$ cat src/rtl/sdram_seq.sv
// sdram_seq - SDRAM command sequencer for the GR8RAM CPLD.
//
// This block takes single-byte read and write requests from the slot-bus
// register file. It turns each one into an ACT followed by a RD or WR with
// auto-precharge on a 16-bit SDRAM. It also runs the power-up init sequence
// and the periodic auto-refresh. SCKE is held low whenever the sequencer is
// idle.
//
// Ports:
//   C25M            system clock; every state change is on its rising edge
//   nRST            asynchronous active-low reset
//   req/we/addr/wdata  request side. req is a level held until ack.
//                   addr = {bank[1:0], row[11:0], col[8:0], lane}
//   ack             one-cycle pulse when a request is accepted
//   rdata/rvalid    read byte, plus a one-cycle pulse when it is updated
//   busy            high whenever the sequencer is not in IDLE
//   init_done       high once the init sequence has completed
//   SCKE..DQMH, SBA, SA, SDout, SDOE  registered SDRAM pins
//   SDin            data from the selected byte lane
module sdram_seq #(
    parameter int INIT_WAIT  = 4096,
    parameter int REF_PERIOD = 64,
    parameter int INIT_AREFS = 8
) (
    input  logic        C25M,
    input  logic        nRST,
    input  logic        req,
    input  logic        we,
    input  logic [23:0] addr,
    input  logic [7:0]  wdata,
    output logic        ack,
    output logic [7:0]  rdata,
    output logic        rvalid,
    output logic        busy,
    output logic        init_done,
    output logic        SCKE,
    output logic        nSCS,
    output logic        nRAS,
    output logic        nCAS,
    output logic        nSWE,
    output logic        DQML,
    output logic        DQMH,
    output logic [1:0]  SBA,
    output logic [12:0] SA,
    output logic [7:0]  SDout,
    output logic        SDOE,
    input  logic [7:0]  SDin
);
    localparam logic [4:0] S_RESET_WAIT = 5'd0;
    localparam logic [4:0] S_WAKE       = 5'd1;
    localparam logic [4:0] S_PREA       = 5'd2;
    localparam logic [4:0] S_PREA_NOP   = 5'd3;
    localparam logic [4:0] S_AREF_I     = 5'd4;
    localparam logic [4:0] S_AREF_I_NOP = 5'd5;
    localparam logic [4:0] S_LMR        = 5'd6;
    localparam logic [4:0] S_LMR_NOP    = 5'd7;
    localparam logic [4:0] S_IDLE       = 5'd8;
    localparam logic [4:0] S_WAKE_R     = 5'd9;
    localparam logic [4:0] S_AREF_R     = 5'd10;
    localparam logic [4:0] S_REF_NOP    = 5'd11;
    localparam logic [4:0] S_WAKE_A     = 5'd12;
    localparam logic [4:0] S_ACT        = 5'd13;
    localparam logic [4:0] S_RCD        = 5'd14;
    localparam logic [4:0] S_RW         = 5'd15;
    localparam logic [4:0] S_CL1        = 5'd16;
    localparam logic [4:0] S_CL2        = 5'd17;

    // {nSCS, nRAS, nCAS, nSWE}
    localparam logic [3:0] CMD_NOP  = 4'b1111;
    localparam logic [3:0] CMD_PREA = 4'b0010;
    localparam logic [3:0] CMD_AREF = 4'b0001;
    localparam logic [3:0] CMD_LMR  = 4'b0000;
    localparam logic [3:0] CMD_ACT  = 4'b0011;
    localparam logic [3:0] CMD_RD   = 4'b0101;
    localparam logic [3:0] CMD_WR   = 4'b0100;

    localparam logic [15:0] WAIT_LAST = 16'(INIT_WAIT - 1);
    localparam logic [15:0] REF_LAST  = 16'(REF_PERIOD - 1);
    localparam logic [7:0]  AREF_LAST = 8'(INIT_AREFS - 1);
    localparam logic [15:0] NOP_LAST  = 16'd2;   // three NOP cycles: 0,1,2

    logic [4:0]  state_reg, state_next;
    logic [15:0] cnt_reg, cnt_next;
    logic [7:0]  aref_cnt_reg, aref_cnt_next;
    logic [15:0] ref_cnt_reg;
    logic        ref_pend_reg;
    logic        init_done_reg, ack_reg, rvalid_reg;
    logic [7:0]  rdata_reg;
    logic        we_reg;
    logic [23:0] addr_reg;
    logic [7:0]  wdata_reg;
    logic        accept;

    logic        cke_reg, cke_next;
    logic [3:0]  cmd_reg, cmd_next;
    logic [1:0]  dqm_reg, dqm_next;        // {DQMH, DQML}
    logic [1:0]  sba_reg, sba_next;
    logic [12:0] sa_reg, sa_next;
    logic        sdoe_reg, sdoe_next;
    logic [7:0]  sdout_reg, sdout_next;

    always_comb begin
        state_next    = state_reg;
        cnt_next      = cnt_reg;
        aref_cnt_next = aref_cnt_reg;
        accept        = 1'b0;
        case (state_reg)
            S_RESET_WAIT: begin
                if (cnt_reg == WAIT_LAST) begin
                    state_next = S_WAKE;
                    cnt_next   = 16'd0;
                end else begin
                    cnt_next = cnt_reg + 16'd1;
                end
            end
            S_WAKE:     state_next = S_PREA;
            S_PREA: begin
                state_next = S_PREA_NOP;
                cnt_next   = 16'd0;
            end
            S_PREA_NOP: begin
                if (cnt_reg == NOP_LAST) begin
                    state_next    = S_AREF_I;
                    aref_cnt_next = 8'd0;
                end else begin
                    cnt_next = cnt_reg + 16'd1;
                end
            end
            S_AREF_I: begin
                state_next = S_AREF_I_NOP;
                cnt_next   = 16'd0;
            end
            S_AREF_I_NOP: begin
                if (cnt_reg == NOP_LAST) begin
                    if (aref_cnt_reg == AREF_LAST) begin
                        state_next = S_LMR;
                    end else begin
                        state_next    = S_AREF_I;
                        aref_cnt_next = aref_cnt_reg + 8'd1;
                    end
                end else begin
                    cnt_next = cnt_reg + 16'd1;
                end
            end
            S_LMR: begin
                state_next = S_LMR_NOP;
                cnt_next   = 16'd0;
            end
            S_LMR_NOP: begin
                if (cnt_reg == NOP_LAST) state_next = S_IDLE;
                else                     cnt_next   = cnt_reg + 16'd1;
            end
            S_IDLE: begin
                // Refresh has priority; a waiting request stays pending.
                if (ref_pend_reg) begin
                    state_next = S_WAKE_R;
                end else if (req) begin
                    state_next = S_WAKE_A;
                    accept     = 1'b1;
                end
            end
            S_WAKE_R:   state_next = S_AREF_R;
            S_AREF_R: begin
                state_next = S_REF_NOP;
                cnt_next   = 16'd0;
            end
            S_REF_NOP: begin
                if (cnt_reg == NOP_LAST) state_next = S_IDLE;
                else                     cnt_next   = cnt_reg + 16'd1;
            end
            S_WAKE_A:   state_next = S_ACT;
            S_ACT:      state_next = S_RCD;
            S_RCD:      state_next = S_RW;
            S_RW:       state_next = S_CL1;
            S_CL1:      state_next = S_CL2;
            S_CL2:      state_next = S_IDLE;
            default:    state_next = S_RESET_WAIT;
        endcase
    end

    // The pins are decoded from the next state and then registered, so each
    // command appears on the pins during the cycle spent in its state.
    always_comb begin
        cke_next   = 1'b1;
        cmd_next   = CMD_NOP;
        dqm_next   = 2'b11;
        sba_next   = 2'b00;
        sa_next    = 13'd0;
        sdoe_next  = 1'b0;
        sdout_next = 8'd0;
        case (state_next)
            S_RESET_WAIT, S_IDLE: cke_next = 1'b0;
            S_PREA: begin
                cmd_next    = CMD_PREA;
                sa_next[10] = 1'b1;
            end
            S_AREF_I, S_AREF_R: cmd_next = CMD_AREF;
            S_LMR: begin
                // Single-write mode, CL2, sequential burst, burst length 1.
                cmd_next = CMD_LMR;
                sa_next  = 13'h0220;
            end
            S_ACT: begin
                cmd_next = CMD_ACT;
                sba_next = addr_reg[23:22];
                sa_next  = {1'b0, addr_reg[21:10]};
            end
            S_RW: begin
                // SA10 = 1 selects auto-precharge, so every access closes its row.
                cmd_next = we_reg ? CMD_WR : CMD_RD;
                sba_next = addr_reg[23:22];
                sa_next  = {2'b00, 1'b1, 1'b0, addr_reg[9:1]};
                dqm_next = {~addr_reg[0], addr_reg[0]};
                if (we_reg) begin
                    sdoe_next  = 1'b1;
                    sdout_next = wdata_reg;
                end
            end
            default: ;
        endcase
    end

    always_ff @(posedge C25M or negedge nRST) begin
        if (!nRST) begin
            state_reg     <= S_RESET_WAIT;
            cnt_reg       <= 16'd0;
            aref_cnt_reg  <= 8'd0;
            ref_cnt_reg   <= 16'd0;
            ref_pend_reg  <= 1'b0;
            init_done_reg <= 1'b0;
            ack_reg       <= 1'b0;
            rvalid_reg    <= 1'b0;
            rdata_reg     <= 8'd0;
            we_reg        <= 1'b0;
            addr_reg      <= 24'd0;
            wdata_reg     <= 8'd0;
            cke_reg       <= 1'b0;
            cmd_reg       <= CMD_NOP;
            dqm_reg       <= 2'b11;
            sba_reg       <= 2'b00;
            sa_reg        <= 13'd0;
            sdoe_reg      <= 1'b0;
            sdout_reg     <= 8'd0;
        end else begin
            state_reg    <= state_next;
            cnt_reg      <= cnt_next;
            aref_cnt_reg <= aref_cnt_next;
            ack_reg      <= accept;
            cke_reg      <= cke_next;
            cmd_reg      <= cmd_next;
            dqm_reg      <= dqm_next;
            sba_reg      <= sba_next;
            sa_reg       <= sa_next;
            sdoe_reg     <= sdoe_next;
            sdout_reg    <= sdout_next;

            if (accept) begin
                we_reg    <= we;
                addr_reg  <= addr;
                wdata_reg <= wdata;
            end

            if (state_next == S_IDLE) init_done_reg <= 1'b1;

            // CL2: read data is on SDin at the end of the second NOP after RD.
            rvalid_reg <= (state_reg == S_CL2) && !we_reg;
            if (state_reg == S_CL2 && !we_reg) rdata_reg <= SDin;

            // The refresh timer runs only after init. The pending flag saturates.
            // A new expiry takes priority over the clear made by AREF.
            if (init_done_reg) begin
                if (ref_cnt_reg == REF_LAST) begin
                    ref_cnt_reg  <= 16'd0;
                    ref_pend_reg <= 1'b1;
                end else begin
                    ref_cnt_reg <= ref_cnt_reg + 16'd1;
                    if (state_reg == S_AREF_R) ref_pend_reg <= 1'b0;
                end
            end
        end
    end

    assign ack       = ack_reg;
    assign rdata     = rdata_reg;
    assign rvalid    = rvalid_reg;
    assign busy      = (state_reg != S_IDLE);
    assign init_done = init_done_reg;
    assign SCKE      = cke_reg;
    assign {nSCS, nRAS, nCAS, nSWE} = cmd_reg;
    assign {DQMH, DQML} = dqm_reg;
    assign SBA       = sba_reg;
    assign SA        = sa_reg;
    assign SDOE      = sdoe_reg;
    assign SDout     = sdout_reg;

endmodule

$ cat config.mk
export PLATFORM = sky130hd
export DESIGN_NAME = sdram_seq
export DESIGN_NICKNAME = d
export VERILOG_FILES = /design/src/rtl/sdram_seq.sv
export SDC_FILE = /design/constraint.sdc
export NUM_CORES = 1
export LEC_CHECK = 0
export ABC_AREA = 1
export BUFFER_PORTS_ARGS = -buffer_cell sky130_fd_sc_hd__buf_2
export CORE_ASPECT_RATIO = 0.9
export CORE_UTILIZATION = 40
export DETAILED_ROUTE_END_ITERATION = 16
export GPL_ROUTABILITY_DRIVEN = 0
export GPL_TIMING_DRIVEN = 0
export SLEW_MARGIN = 25
export SYNTH_ARGS = -nofsm -noshare
export SYNTH_HDL_FRONTEND = slang
export SYNTH_SLANG_ARGS = --single-unit
$ cat constraint.sdc
create_clock -name C25M -period 1.86 [get_ports C25M]
set_input_delay 0.372 -clock C25M [delete_from_list [all_inputs] [get_ports C25M]]
set_output_delay 0.372 -clock C25M [all_outputs]
set_load 0.01 [all_outputs]
Word level (Yosys, flattened, before mapping). Index checks and enable logic that the tools add are counted. Widths: inputs -> output; s select.

Add/sub/neg operators: 3. Equal/unequal tests: 33. Muxes and demuxes: 33. Bitwise operators: 1. Reduce and logical (&&, ||, !) cells: 17.

Operator list (number): $pmux 5 s17 (1); $eq 5x4->1 const B (12); $mux 16 (3); $pmux 16 s3 (1); $mux 8 (5); $add 16x1->16 const B (2); $eq 5x3->1 const B (6); $mux 5 (6); $pmux 10 s3 (1); $pmux 4 s5 (1); $eq 16x12->1 const B (1); $eq 16x2->1 const B (1); $eq 16x6->1 const B (1); $pmux 8 s2 (1); $eq 5x2->1 const B (3); $eq 5x5->1 const B (2); $logic_not 5->1 (2); $mux 1 (10); $reduce_or 2->1 (5); $add 8x1->8 const B (1); $eq 8x3->1 const B (1); $ne 2x2->1 const B (4); $reduce_or 4->1 (2); $mux 2 (3); other kinds (10) (12).

Flip-flop bits (word level): 121. Input bits: 44. Output and inout bits: 43. Logic and storage cells: 106.

Longest topological paths before layout.
Word-level depth: 7. Depth in mapped cells: 14. Depth with buffers taken out: 14.

Worst setup path before layout. Ideal clock, no wire load.

Kind: reg-to-reg. From: reg cnt_reg[0]. To: reg aref_cnt_reg[3]. Library setup time: 0.123 ns. Data arrival time: 1.520 ns. Data required time: 1.737 ns. Path slack: 0.217 ns. Stages on the path, launching flop included: 14. Path buffers: 0. Period minus slack after synthesis: 1.643 ns. Cells stage by stage: dfrtp_1 > inv_1 > ha_1 > inv_1 > nor2_1 > nand2_1 > nor2_1 > nand2_1 > inv_1 > nand3_2 > inv_1 > nand2_1 > o21ai_0 > a21oi_1.

Cells in the longest elaborated chain, start to end: 3. Elaborated cells between the ends (all ways): 4. Those cells by class: eq/ne: 3; reduce/logical: 1.

Ends and longest elaborated chain: start: declaration (RTL line 83) `logic [15:0] cnt_reg, cnt_next;`; start signal: assignment (RTL line 246) `cnt_reg <= cnt_next;`; $eq 16x2->1 * (RTL line 122, 134); $ne 2x2->1 (no source line); $reduce_and 4->1 (no source line) *; end signal: assignment (RTL line 247) `aref_cnt_reg <= aref_cnt_next;`; end: declaration (RTL line 84) `logic [7:0] aref_cnt_reg, aref_cnt_next;`.

Every way passes the cells marked *; elsewhere a longest branch is shown, timed or not. A chain may end at the register's enable or synchronous reset.

Final worst setup path.
From: reg cnt_reg[0]. To: reg cnt_reg[13].

Cells in the longest elaborated chain, start to end: 3. Elaborated cells between the ends (all ways): 8. Those cells by class: add/sub: 1; eq/ne: 3; mux: 3; reduce/logical: 1.

Ends and longest elaborated chain: $add 16x1->16 (tied with other cells); $mux 16 (tied with other cells); $pmux 16 s3 or $reduce_and 2->1 (tied branches).

Several ways; a longest one is shown, not always the timed one. The select of a mux whose other input is x is not followed.

==> flow_metrics.tcl <==
set metrics [dict create \
    net-switching-power_w 0.00364 \
    placed_cells 984 \
    r2r_end "cnt_reg[13]$_DFFE_PN0P_" \
    stdcell_count 1039 \
    crit_type "register to register" \
    switching_share_pct 35.2 \
    area_growth_pct 30.3 \
    reg2reg_depth 13 \
    critPathMaxFanout 5 \
    peakVddDrop_mv 1.05 \
    internal_power_w 0.00668 \
    postRouteAntennaNets 0 \
    fillers 1292 \
    num_rows 41 \
    met2WireLength_mm 6.19 \
    clockRootBuffer "clkbuf_16" \
    whs_ns 0.158 \
    outcome "complete, but fails checks" \
    finClkSkew_ns 0.0102 \
    synth-async-reset-ratio_pct 100 \
    synth_edf_count 0 \
    antenna_found_initial 0 \
    largest_register_ffs 24 \
    drc 0 \
    maxCapViolations 0 \
    max-slew-margin-rel_pct 65.7 \
    r2r_start "cnt_reg[0]$_DFFE_PN0P_" \
    synth-seq-area-share_pct 52.5 \
    path_cells "inv_2 > ha_4 > inv_2 > nor2_1 > nand2_1 > nor2_1 > nand2_2 > nand2_4 > nand2_4 > buf_8 > buf_6 > a21oi_2 > nor3_2" \
    fp.coreArea_mm2 0.0140 \
    p_leak_nw 3.77 \
    portBuffers 85 \
    layout_commonest_cell "nand2_1" \
    syn_inst 705 \
    grt_setup_unrepaired "yes" \
    synthFlopType "dfrtp_1" \
    wl_mm 13.7 \
    grt_pass1_wl_mm 21.7 \
    post-route-period-util_pct 102 \
    yosys.area.top_type_share_pct 49.7 \
    setup_violations 2 \
    synth_area_leaders "dfrtp_1, nand2_1, nor2_1" \
    postLayoutCoreUtil_pct 53.4 \
    reg2reg_slack_ns -0.03 \
    grt_start_max_net_pins 76 \
    highest_layer "met4" \
    h-tree-depth 4 \
    cpMaxStageDelayCell "dfrtp_1" \
    wl_met3_um 635 \
    ys_ff_latch 120 \
    cts_max_path_buffers 2 \
    required_ns 2.16 \
    syn_nets 753 \
    cts_buffers 17 \
    holdPathEnd "addr_reg[4]$_DFFE_PN0P_" \
    drtIter0Drc 250 \
    routedWlPerCell_um 13.2 \
    post-synth-top-area-cell "dfrtp_1" \
    worstPathArrival_ns 2.19 \
    max_freq_mhz 529 \
    cts_tree "yes" \
    seqPwrFrac_pct 34.2 \
    final.setup.worst_slack_ns -0.0321 \
    hold_viol_final 0 \
    endpoint_kind "register" \
    place_ws_ns -0.164 \
    cp-start-kind "register" \
    syn_avg_cell_area_um2 8.14 \
    worstSkewPairLatency_ns 0.42 \
    hpwl_mm 9.45 \
    min_period_ns 1.89 \
    fin_nets 881 \
    dieHeight_um 116 \
    detail_route.vias_per_cell 4.81 \
    p_clk_share_pct 31.1 \
    powerDensity_mw_per_mm2 1380 \
    violations "setup timing" \
    syn-cell-area_mm2 0.00574 \
    worst_slew_pin_slew_ns 0.514 \
    clock-sinks 120 \
    grtUsageTotal_pct 19.0 \
    drive_gt1_share_pct 26.5 \
    grt_pass1_vias 4490 \
    critPathTopFamily "simple AND/OR/NAND/NOR gates" \
    crit_buf_inv 4 \
    pwr-share-comb_pct 34.7 \
    dr.pass1.iters 5 \
    num_vias 5001 \
    worst_hold_path_type "input pin to register" \
    yosysWarnings 0 \
    p_total_w 0.0103 \
    dieArea_mm2 0.0148 \
    max_stage_delay_ns 0.40 \
    final_cell_mix "nand2_1, dfrtp_1, buf_2" \
    die-width_um 128 \
    hold_depth 3 \
    slew_violations 0 \
    grt_overflow 0 \
    ios 87 \
    met1_length_mm 6.67 \
    hold_start "addr[4]" \
    clk_pin_slew_ns 0.06 \
    diodes 0 \
    start_util_pct 41.0 \
    yosysUniqueCellTypes 38 \
]
-- timing repair --
item | in CTS | in global routing
hold endpoints to repair | 41 | 0
pin swaps | 2 | 15
hold buffers | 1 | 0
cloned | 0 | 1
setup endpoints to repair | 40 | 63
resized for setup | 13 | 68
buffers inserted | 2 | 19
-- metal layers --
layer  vias to the layer above  track usage [%]
li1                       2498                -
met1                      2355             26.7
met2                       132             27.7
met3                        16             5.31
met4                         0             7.29
met5                         -                0
-- worst reg2reg max path, cell delays in order (launching register included) --
cell and delay, ns:
dfrtp_1 0.40, inv_2 0.10, ha_4 0.15, inv_2 0.03, nor2_1 0.09, nand2_1 0.09
nor2_1 0.14, nand2_2 0.14, nand2_4 0.11, nand2_4 0.08, buf_8 0.15, buf_6 0.11
a21oi_2 0.13, nor3_2 0.06
-- worst max-delay path by stage --
stage,startpoint,endpoint,slack [ns],cells past startpoint
global placement,nRST,addr_reg[4]$_DFFE_PN0P_,-1.10,1
floorplan,cnt_reg[0]$_DFFE_PN0P_,aref_cnt_reg[3]$_DFFE_PN0P_,0.22,13
finish,cnt_reg[0]$_DFFE_PN0P_,cnt_reg[13]$_DFFE_PN0P_,-0.03,13
detailed placement,cnt_reg[0]$_DFFE_PN0P_,SCKE$_DFF_PN0_,-0.16,14
global route,cnt_reg[0]$_DFFE_PN0P_,cnt_reg[13]$_DFFE_PN0P_,-0.12,13
CTS,cnt_reg[0]$_DFFE_PN0P_,SCKE$_DFF_PN0_,-0.01,14
-- kinds of logic after synthesis --
group	share of synthesized area, %
AOI/OAI and AO/OA	6.85
DFF	52.5
and+or+nand+nor	29.9
other	0.0653
buffers and inverters	6.95
adders and majority gates	0.872
xor gates and xnor gates	2.90
-- layout make-up --
cell class                 count  area (um2)  share of cell area [%]
sequential                   120        3010                    40.3
clock buffer                  21         460                    6.16
tap                          193         241                    3.23
buffer                        16         120                    1.61
clock inverter                11         124                    1.66
timing repair buffer         109         683                    9.14
inverter                      78         313                    4.18
multi-input combinational    491        2520                    33.7
-- cells in the mapped netlist (3+ instances only) --
cell      instances
dfstp_2           6
nor2_1           74
clkbuf_1          3
xnor2_1           3
buf_2             6
xor2_1           16
a22o_1            8
o31ai_1           3
nor4_1            3
a21oi_1          16
nand4_1           9
buf_4             5
o21ai_1           3
nor3_1           21
inv_2             4
inv_1            72
dfrtp_1         114
nand2_1         224
nand2_2           3
nand3_1          46
nor2_2            7
ha_1              4
o21ai_0          33
-- stage by stage --
step,setup TNS (ns),cell area [um2]
after global placement,-126.94,6410
after global routing,-1.55,7480
after detailed placement,-0.901,6440
final,-0.0335,7480
after floorplan,0,5740
after CTS,-0.00964,7090
-- power by group through the flow --
stage | registers [W] | clock network [W] | logic [W]
2_1_floorplan | 0.00351 | 0 | 0.00182
3_3_place_gp | 0.00353 | 0 | 0.00247
3_5_place_dp | 0.00355 | 0 | 0.00251
4_1_cts | 0.00351 | 0.00328 | 0.00261
5_1_grt | 0.00360 | 0.00340 | 0.00394
6_report | 0.00353 | 0.00321 | 0.00358
Note: power is estimated with default switching activity, not from simulation.
